==> config.mk <==
export PLATFORM = sky130hd
export DESIGN_NAME = mem_stage_ctrl_flat
export DESIGN_NICKNAME = d
export VERILOG_FILES = /design/src/rtl/mem_stage_ctrl_if.sv /design/src/rtl/mem_stage_ctrl.sv /design/src/flat_wrapper.sv
export SDC_FILE = /design/constraint.sdc
export NUM_CORES = 1
export LEC_CHECK = 0
export ABC_AREA = 1
export CAP_MARGIN = 15
export CORE_MARGIN = 3
export CORE_UTILIZATION = 30
export DETAILED_ROUTE_END_ITERATION = 7
export GPL_TIMING_DRIVEN = 0
export MAX_ROUTING_LAYER = met4
export PLACE_DENSITY_LB_ADDON = 0.05
export SYNTH_ARGS = -nofsm -noshare
export SYNTH_HDL_FRONTEND = slang
export SYNTH_SLANG_ARGS = --single-unit
==> constraint.sdc <==
create_clock -name clk -period 1.6 [get_ports clk]
set_input_delay 0.32 -clock clk [delete_from_list [all_inputs] [get_ports clk]]
set_output_delay 0.32 -clock clk [all_outputs]
set_load 0.05 [all_outputs]
==> src/rtl/mem_stage_ctrl_if.sv <==
// Data-memory bus between the MEM stage controller and the data memory.
// The master drives the request; the slave answers with ack and read data.
interface mem_stage_ctrl_if;
    logic        dm_req;
    logic [31:0] dm_addr;
    logic [3:0]  dm_web;
    logic [31:0] dm_wdata;
    logic        dm_ack;
    logic [31:0] dm_rdata;

    modport master (
        output dm_req,
        output dm_addr,
        output dm_web,
        output dm_wdata,
        input  dm_ack,
        input  dm_rdata
    );

    modport slave (
        input  dm_req,
        input  dm_addr,
        input  dm_web,
        input  dm_wdata,
        output dm_ack,
        output dm_rdata
    );
endinterface

==> src/rtl/mem_stage_ctrl.sv <==
// MEM stage controller: sequences one data-memory access per instruction,
// stalls upstream while it is in flight and feeds the MEM/WB register.
module mem_stage_ctrl (
    input  logic        clk,
    input  logic        resetn,
    input  logic        MemRead_in,
    input  logic [3:0]  MemWrite_in,
    input  logic [2:0]  funct3_in,
    input  logic [31:0] addr_in,
    input  logic [31:0] MemWD_in,
    input  logic [4:0]  RegRd_in,
    input  logic        RegWrite_in,
    input  logic        selMuxWB_in,
    mem_stage_ctrl_if.master dm,
    output logic        stall_out,
    output logic [4:0]  RegRd_out,
    output logic        RegWrite_out,
    output logic        selMuxWB_out,
    output logic [31:0] alu_out,
    output logic [31:0] ld_data_out
);

    typedef enum logic [1:0] {
        IDLE,
        BUSY,
        DONE
    } state_e;

    state_e      state_q, state_d;
    logic        access;
    logic        stall;
    logic        req_q, req_d;
    logic [31:0] addr_q, addr_d;
    logic [3:0]  web_q, web_d;
    logic [31:0] wdata_q, wdata_d;
    logic [31:0] rdata_q, rdata_d;
    logic [4:0]  rd_q, rd_d;
    logic        rw_q, rw_d;
    logic        sel_q, sel_d;
    logic [31:0] alu_q, alu_d;
    logic [31:0] ld_q, ld_d;
    logic [7:0]  ld_byte;
    logic [15:0] ld_half;
    logic [31:0] ld_ext;

    always_comb begin
        access  = MemRead_in | (MemWrite_in != 4'b1111);
        state_d = state_q;
        req_d   = req_q;
        addr_d  = addr_q;
        web_d   = web_q;
        wdata_d = wdata_q;
        rdata_d = rdata_q;
        stall   = 1'b0;
        unique case (state_q)
            IDLE: begin
                if (access) begin
                    stall   = 1'b1;
                    state_d = BUSY;
                    req_d   = 1'b1;
                    addr_d  = addr_in;
                    web_d   = MemRead_in ? 4'b1111 : MemWrite_in;
                    wdata_d = MemWD_in;
                end
            end
            BUSY: begin
                stall = 1'b1;
                if (dm.dm_ack) begin
                    rdata_d = dm.dm_rdata;
                    req_d   = 1'b0;
                    state_d = DONE;
                end
            end
            DONE:    state_d = IDLE;
            default: state_d = IDLE;
        endcase
    end

    // Lane select uses the latched address, not the live one.
    always_comb begin
        ld_byte = rdata_q[7:0];
        case (addr_q[1:0])
            2'd1:    ld_byte = rdata_q[15:8];
            2'd2:    ld_byte = rdata_q[23:16];
            2'd3:    ld_byte = rdata_q[31:24];
            default: ld_byte = rdata_q[7:0];
        endcase
        ld_half = addr_q[1] ? rdata_q[31:16] : rdata_q[15:0];
        case (funct3_in)
            3'b000:  ld_ext = {{24{ld_byte[7]}}, ld_byte};
            3'b001:  ld_ext = {{16{ld_half[15]}}, ld_half};
            3'b100:  ld_ext = {24'd0, ld_byte};
            3'b101:  ld_ext = {16'd0, ld_half};
            default: ld_ext = rdata_q;
        endcase
    end

    always_comb begin
        rd_d  = rd_q;
        rw_d  = 1'b0;
        sel_d = sel_q;
        alu_d = alu_q;
        ld_d  = ld_q;
        if (!stall) begin
            rd_d  = RegRd_in;
            rw_d  = RegWrite_in;
            sel_d = selMuxWB_in;
            alu_d = addr_in;
            ld_d  = MemRead_in ? ld_ext : 32'd0;
        end
    end

    always_ff @(posedge clk or negedge resetn) begin
        if (!resetn) begin
            state_q <= IDLE;
            req_q   <= 1'b0;
            addr_q  <= 32'd0;
            web_q   <= 4'b1111;
            wdata_q <= 32'd0;
            rdata_q <= 32'd0;
            rd_q    <= 5'd0;
            rw_q    <= 1'b0;
            sel_q   <= 1'b0;
            alu_q   <= 32'd0;
            ld_q    <= 32'd0;
        end else begin
            state_q <= state_d;
            req_q   <= req_d;
            addr_q  <= addr_d;
            web_q   <= web_d;
            wdata_q <= wdata_d;
            rdata_q <= rdata_d;
            rd_q    <= rd_d;
            rw_q    <= rw_d;
            sel_q   <= sel_d;
            alu_q   <= alu_d;
            ld_q    <= ld_d;
        end
    end

    assign dm.dm_req    = req_q;
    assign dm.dm_addr   = addr_q;
    assign dm.dm_web    = web_q;
    assign dm.dm_wdata  = wdata_q;
    assign stall_out    = stall;
    assign RegRd_out    = rd_q;
    assign RegWrite_out = rw_q;
    assign selMuxWB_out = sel_q;
    assign alu_out      = alu_q;
    assign ld_data_out  = ld_q;

endmodule

==> src/flat_wrapper.sv <==
// flat-port wrapper written by rule: the top's interface ports become plain ports
module mem_stage_ctrl_flat 
  (clk, resetn, MemRead_in, MemWrite_in, funct3_in, addr_in, MemWD_in, RegRd_in, RegWrite_in, selMuxWB_in, stall_out, RegRd_out, RegWrite_out, selMuxWB_out, alu_out, ld_data_out, dm_dm_req, dm_dm_addr, dm_dm_web, dm_dm_wdata, dm_dm_ack, dm_dm_rdata);
  mem_stage_ctrl_if dm_i ();
  input  logic clk;
  input  logic resetn;
  input  logic MemRead_in;
  input  logic [3:0] MemWrite_in;
  input  logic [2:0] funct3_in;
  input  logic [31:0] addr_in;
  input  logic [31:0] MemWD_in;
  input  logic [4:0] RegRd_in;
  input  logic RegWrite_in;
  input  logic selMuxWB_in;
  output logic stall_out;
  output logic [4:0] RegRd_out;
  output logic RegWrite_out;
  output logic selMuxWB_out;
  output logic [31:0] alu_out;
  output logic [31:0] ld_data_out;
  output wire logic [$bits(dm_i.dm_req)-1:0] dm_dm_req;
  output wire logic [$bits(dm_i.dm_addr)-1:0] dm_dm_addr;
  output wire logic [$bits(dm_i.dm_web)-1:0] dm_dm_web;
  output wire logic [$bits(dm_i.dm_wdata)-1:0] dm_dm_wdata;
  input wire logic [$bits(dm_i.dm_ack)-1:0] dm_dm_ack;
  input wire logic [$bits(dm_i.dm_rdata)-1:0] dm_dm_rdata;
  assign dm_dm_req = dm_i.dm_req;
  assign dm_dm_addr = dm_i.dm_addr;
  assign dm_dm_web = dm_i.dm_web;
  assign dm_dm_wdata = dm_i.dm_wdata;
  assign dm_i.dm_ack = dm_dm_ack;
  assign dm_i.dm_rdata = dm_dm_rdata;
  mem_stage_ctrl u_core (.clk(clk), .resetn(resetn), .MemRead_in(MemRead_in), .MemWrite_in(MemWrite_in), .funct3_in(funct3_in), .addr_in(addr_in), .MemWD_in(MemWD_in), .RegRd_in(RegRd_in), .RegWrite_in(RegWrite_in), .selMuxWB_in(selMuxWB_in), .dm(dm_i), .stall_out(stall_out), .RegRd_out(RegRd_out), .RegWrite_out(RegWrite_out), .selMuxWB_out(selMuxWB_out), .alu_out(alu_out), .ld_data_out(ld_data_out));
endmodule
==> Word level (Yosys, flattened, before mapping) <==
Index checks and enable logic that the tools add are counted.
{ "word_totals": {"regBits": 174, "latchBits": 0, "ramBits": 0, "mem_bits_ro": 0, "out_inout_bits": 141, "elab_cells": 43, "memories": 0} }
{ "op_classes": {"add_sub_neg": 0, "mul": 0, "n_div": 0, "magnitude_cmp": 0, "n_eq_ne": 10, "shift": 0, "muxes": 14, "n_bitwise": 1, "n_reduce_logical": 7} }
{ "ops": {"columns": ["operator", "count"], "rows": [
  ["$pmux W32 S4", 1],
  ["$mux W32", 1],
  ["$pmux W8 S3", 1],
  ["$mux W16", 1],
  ["$eq A3 B3 Y1 const B", 2],
  ["$reduce_and A2 Y1", 3],
  ["$eq A2 B1 Y1 const B", 2],
  ["$eq A2 B2 Y1 const B", 2],
  ["$mux W1", 4],
  ["$mux W2", 2],
  ["$mux W4", 1],
  ["$ne A4 B4 Y1 const B", 1],
  ["$pmux W1 S2", 2],
  ["$pmux W2 S2", 1],
  ["$eq A3 B1 Y1 const B", 1],
  ["$logic_not A3 Y1", 1],
  ["$reduce_and A3 Y1", 1],
  ["$logic_not A2 Y1", 1],
  ["$ne A2 B1 Y1 const B", 1],
  ["$ne A2 B2 Y1 const B", 1],
  ["$reduce_bool A2 Y1", 1],
  ["$or A1 B1 Y1", 1]
]} }

==> Logic depth before layout (Yosys ltp) <==
{ "depth": {"ltp_word": 5, "depth_mapped": 9} }

==> Least setup slack after synthesis <==
No wires, ideal clock.
{ "synth_timing": {"path_kind": "register to register", "start": "reg u_core.addr_q[1] (netlist: u_core.dm.dm_addr[1])", "end": "reg u_core.ld_q[1] (netlist: u_core.ld_data_out[1])", "arrival_time_ns": 1.487, "required_ns": 1.482, "path_slack_ns": -0.005, "stages_incl_launch_ff": 8, "n_path_buf": 2, "period_less_slack_ns": 1.605, "cell_sequence": "dfrtp_1 > buf_2 > buf_2 > nor2_1 > nor2_1 > a21oi_1 > nand3_1 > nand2_1"} }
{ "synth_between": {"elab_chain_len": 4} }
{ "synth_lines": {"columns": ["element", "line_no", "text"], "rows": [
  ["start: declaration", "mem_stage_ctrl.sv:33", "logic [31:0] addr_q, addr_d;"],
  ["start signal: assignment", "mem_stage_ctrl.sv:129", "addr_q <= addr_d;"],
  ["$eq A2 B2 Y1 or $eq A2 B1 Y1 (tied branches)", "mem_stage_ctrl.sv:82", "case (addr_q[1:0])"],
  ["$pmux W8 S3", "mem_stage_ctrl.sv:82", null],
  ["$pmux W32 S4 (*)", "mem_stage_ctrl.sv:89", "case (funct3_in)"],
  ["$mux W32 (*)", "mem_stage_ctrl.sv:109", "ld_d = MemRead_in ? ld_ext : 32'd0;"],
  ["end signal: assignment", "mem_stage_ctrl.sv:137", "ld_q <= ld_d;"],
  ["end: declaration", "mem_stage_ctrl.sv:41", "logic [31:0] ld_q, ld_d;"]
]} }
Every way passes the cells marked *; elsewhere a longest branch is shown, timed or not.
A chain may end at the register's enable or synchronous reset.

==> Worst setup path after layout <==
{ "layout_timing": {"start": "reg u_core.state_q[0]", "end": "out stall_out"} }
{ "layout_between": {"elab_chain_len": 2} }
{ "layout_lines": {"columns": ["element", "line_no", "text"], "rows": [
  ["start: declaration", "mem_stage_ctrl.sv:29", "state_e state_q, state_d;"],
  ["start signal: assignment", "mem_stage_ctrl.sv:127", "state_q <= state_d;"],
  ["$eq A2 B1 Y1 or $logic_not A2 Y1 (tied branches)", "mem_stage_ctrl.sv:55", "unique case (state_q)"],
  ["$pmux W1 S2 (*)", "mem_stage_ctrl.sv:55", null],
  ["end: declaration", "flat_wrapper.sv:15", "output logic stall_out;"]
]} }
Marks and branches as above.

==> insert_results.sql <==
INSERT INTO impl_metrics (metric_group, metric, value, unit) VALUES
('cells_and_area', 'layout_nets', '1287', ''),
('placed_design', 'detailedPlace.worstSlack', '-1.40', 'ns'),
('clocking', 'cts_max_level', '4', ''),
('clocking', 'clk-insertion-delay-late', '0.44', 'ns'),
('global_route', 'grt_start_max_net_pins', '115', ''),
('power', 'total_leakage_power', '5.53', 'nW'),
('floorplan', 'initial_utilization', '0.309', ''),
('floorplan', 'die_x', '163', 'um'),
('yosys', 'netlist_instances', '890', ''),
('detailed_routing', 'dr_total_vias', '6727', ''),
('sta', 'setup_viol', '4', ''),
('global_route', 'first_pass_grt_wire_length', '38400', 'um'),
('worst_setup_path', 'critPathKind', 'reg2out', ''),
('yosys', 'yosysUniqueCellTypes', '19', ''),
('placed_design', 'dp_hpwl', '17700', 'um'),
('detailed_routing', 'firstDrtPassIters', '4', ''),
('worst_setup_path', 'worst_setup_path_startpoint', 'u_core.state_q[0]$_DFFE_PN0P_', ''),
('floorplan', 'core_box_area', '23800', 'um2'),
('sta', 'post-route-period-util', '1.15', ''),
('worst_setup_path', 'worst-path-max-fanout', '3', ''),
('cells_and_area', 'multi_input_combinational_cell_area', '2680', 'um2'),
('worst_setup_path', 'reg2reg_depth', '8', ''),
('clocking', 'maximum_count_of_clock_buffers_along_a_single_path', '2', ''),
('power', 'pwr_per_cell_area', '2420', 'nW/um2'),
('global_route', 'grt_pass1_vias', '6884', ''),
('cells_and_area', 'n_fill_cell', '2356', ''),
('hold_path', 'worstHoldPathType', 'in2reg', ''),
('detailed_routing', 'detail_route.vias_per_cell', '4.47', ''),
('sta', 'final_critical_path_setup_slack', '-0.242', 'ns'),
('clocking', 'cts.reportedPaths.clkPinSlew', '0.07', 'ns'),
('sta', 'final.setup_skew', '0.00878', 'ns'),
('worst_setup_path', 'timing.reg2reg.setup_slack', '-0.03', 'ns'),
('yosys', 'avg_inst_size_synth', '8.26', 'um2'),
('worst_setup_path', 'worstSetupEndpoint', 'stall_out', ''),
('cells_and_area', 'drive_gt1_frac', '0.206', ''),
('sta', 'setup_total_negative_slack', '-0.293', 'ns'),
('floorplan', 'io_pins', '255', ''),
('hold_path', 'hp-start', 'MemWrite_in[3]', ''),
('worst_setup_path', 'timing.rr.end', 'u_core.ld_data_out[6]$_DFFE_PN0N_', ''),
('worst_setup_path', 'r2r_start', 'u_core.state_q[0]$_DFFE_PN0P_', ''),
('placed_design', 'place.gp.congestion', '0.870', ''),
('global_route', 'antenna_found_initial', '1', ''),
('worst_setup_path', 'critPathLaunchType', 'register', ''),
('sta', 'finalHoldViolations', '0', ''),
('sta', 'clock.fmax', '543', 'MHz'),
('yosys', 'synth_top_cell_area_share', '0.579', ''),
('global_route', 'globalRouteTotalUtil', '0.192', ''),
('sta', 'rsz0062_at_grt', 'true', ''),
('job', 'max_cap_violations', '0', ''),
('placed_design', 'io_buffer_count', '254', ''),
('yosys', 'synth_register_bits', '174', ''),
('yosys', 'post_synth_design_cell_area', '7350', 'um2'),
('clocking', 'numCtsBuffers', '17', ''),
('sta', 'slew-limit-headroom', '0.570', ''),
('clocking', 'clock-sinks', '174', ''),
('yosys', 'synth_area_leaders', 'sky130_fd_sc_hd__dfrtp_1 58%, sky130_fd_sc_hd__nand2_1 21%, sky130_fd_sc_hd__nand3_1 6.6%', ''),
('sta', 'min_period', '1.84', 'ns'),
('global_route', 'final_global_route_overflow_total', '0', ''),
('detailed_routing', 'wl_per_cell', '16.1', 'um'),
('worst_setup_path', 'worst-endpoint-required', '1.28', 'ns'),
('sta', 'tightestPinTransition', '0.645', 'ns'),
('worst_setup_path', 'worst_path_arrival_time', '1.52', 'ns'),
('yosys', 'synth_area_leader_cell', 'sky130_fd_sc_hd__dfrtp_1', ''),
('status', 'violations', 'negative setup slack', ''),
('yosys', 'proportion_of_synthesized_chip_area_in_sequential_cells', '0.593', ''),
('worst_setup_path', 'critical_path.endpoint_type', 'output port', ''),
('floorplan', 'chipHeight', '163', 'um'),
('detailed_routing', 'postRouteAntennaNets', '0', ''),
('clocking', 'tritoncts', 'done', ''),
('power', 'ir_worst_vdd', '0.865', 'mV'),
('yosys', 'synthesis.yosys.warnings', '0', ''),
('cells_and_area', 'area.growth.synth_to_final', '52.8', '%'),
('detailed_routing', 'routed_wirelength', '24200', 'um'),
('cells_and_area', 'area.sequential', '4360', 'um2'),
('status', 'status', 'finished, violations left', ''),
('sta', 'drv_slew', '0', ''),
('detailed_routing', 'detail_route.iter0.violations', '394', ''),
('clocking', 'clockRootBuffer', 'sky130_fd_sc_hd__clkbuf_16', ''),
('floorplan', 'placementRows', '56', ''),
('floorplan', 'die_area', '26400', 'um2'),
('yosys', 'synth.net_count', '1004', ''),
('detailed_routing', 'detail_route.drc_violations', '0', '');
-- flip-flops by register name, summed over array words and instances (netlist names) --
signal and count:
u_core.dm.dm_addr 32, u_core.rdata_q 32, u_core.dm.dm_wdata 32, u_core.dm.dm_req 1, u_core.ld_data_out 32, u_core.selMuxWB_out 1
u_core.state_q 2, u_core.dm.dm_web 4, u_core.RegWrite_out 1, u_core.alu_out 32, u_core.RegRd_out 5
-- layout by cell type, fill, tap and decap left out, types with 2 or more instances in the layout --
cell / n
sky130_fd_sc_hd__nand3_1: 97
sky130_fd_sc_hd__buf_2: 16
sky130_fd_sc_hd__inv_6: 5
sky130_fd_sc_hd__nand2_8: 2
sky130_fd_sc_hd__nor2_1: 49
sky130_fd_sc_hd__nand2_1: 413
sky130_fd_sc_hd__clkbuf_2: 12
sky130_fd_sc_hd__buf_8: 3
sky130_fd_sc_hd__clkbuf_1: 8
sky130_fd_sc_hd__clkinvlp_4: 3
sky130_fd_sc_hd__dfrtp_1: 169
sky130_fd_sc_hd__clkinv_4: 2
sky130_fd_sc_hd__nand2_4: 2
sky130_fd_sc_hd__clkdlybuf4s50_1: 110
sky130_fd_sc_hd__a21oi_1: 18
sky130_fd_sc_hd__inv_1: 24
sky130_fd_sc_hd__dlygate4sd2_1: 2
sky130_fd_sc_hd__buf_4: 21
sky130_fd_sc_hd__o21ai_0: 48
sky130_fd_sc_hd__dfstp_2: 4
sky130_fd_sc_hd__clkbuf_4: 7
sky130_fd_sc_hd__clkbuf_16: 17
sky130_fd_sc_hd__clkdlybuf4s15_2: 134
sky130_fd_sc_hd__buf_6: 2
sky130_fd_sc_hd__o21ai_1: 2
sky130_fd_sc_hd__inv_2: 2
-- layer usage --
| metal | track usage | up-vias | routed length [um] |
|---|---|---|---|
| li1 | - | 3378 | - |
| met1 | 0.268 | 3125 | 11800 |
| met2 | 0.281 | 199 | 10700 |
| met3 | 0.0445 | 25 | 1320 |
| met4 | 0.0504 | 0 | 357 |
| met5 | - | - | 0 |
-- metrics by stage --
| step | instances | power, mW | util | cell area, um2 | hold slack [ns] |
|---|---|---|---|---|---|
| detailed placement | 1464 | 23.3 | 0.435 | 10300 | 0.290 |
| global placement | 1463 | 23.2 | 0.433 | 10300 | 0.453 |
| CTS | 1504 | 27.3 | 0.470 | 11200 | 0.313 |
| floorplan | 890 | 17.6 | - | 7350 | 0.0244 |
| global route | 1506 | 29.0 | 0.473 | 11200 | 0.333 |
| finish | 1506 | 27.2 | 0.473 | 11200 | 0.329 |
-- worst max-delay path, stage by stage, from the launching register on --
cell	delay [ns]
sky130_fd_sc_hd__dfrtp_1	0.43
sky130_fd_sc_hd__nor2_4	0.25
sky130_fd_sc_hd__nand2_8	0.09
sky130_fd_sc_hd__nand2_8	0.08
sky130_fd_sc_hd__buf_8	0.10
sky130_fd_sc_hd__buf_8	0.13
-- logic make-up after synthesis --
logic type / count (synthesis) / synth area share
AND/OR/NAND/NOR: 568 / 0.311
flip-flops: 174 / 0.593
AO/OA/AOI/OAI: 69 / 0.0472
buffers and inverters: 79 / 0.0483
-- cell usage after synthesis, drive strengths merged --
| cell type | number |
|---|---|
| clkbuf | 23 |
| dfstp | 4 |
| dfrtp | 170 |
| buf | 29 |
| nand3 | 99 |
| inv | 27 |
| a31oi | 1 |
| nor2 | 51 |
| a21oi | 18 |
| o21ai | 50 |
| nand2 | 418 |
-- worst min path at each step --
stage                                        endpoint  slack [ns]  cells past startpoint
floorplan             u_core.RegRd_out[0]$_DFFE_PN0N_        0.02                      0
global placement    u_core.dm.dm_addr[29]$_DFFE_PN0P_        0.45                      2
detailed placement      u_core.RegWrite_out$_DFF_PN0_        0.29                      1
CTS                   u_core.dm.dm_web[3]$_DFFE_PN1P_        0.31                      3
global route          u_core.dm.dm_web[3]$_DFFE_PN1P_        0.33                      3
finish                u_core.dm.dm_web[3]$_DFFE_PN1P_        0.33                      3
-- what timing repair did --
action                                  CTS  global route
resized for setup                       454            49
endpoints found under the setup margin  269           160
buffers inserted                          7             1
pin swaps                                 3             1
endpoints found under the hold margin    60             0
hold buffers                              1             0
-- report_power, final --
group	internal (mW)	switching [mW]	total, mW	leakage, nW
combinational	4.60	10.7	15.3	3.10
clock	2.23	1.91	4.14	0.273
sequential	6.50	1.18	7.68	2.16
-- cell type report --
cell class | instances | share of cell area
sequential | 174 | 0.388
timing repair buffer | 264 | 0.248
multi-input combinational | 637 | 0.239
clock buffer | 19 | 0.0394
tap | 319 | 0.0355
buffer | 52 | 0.0286
clock inverter | 13 | 0.0116
inverter | 27 | 0.00925
antenna | 1 | 0.000223
No activity file was read; power rests on OpenSTA's default activity.
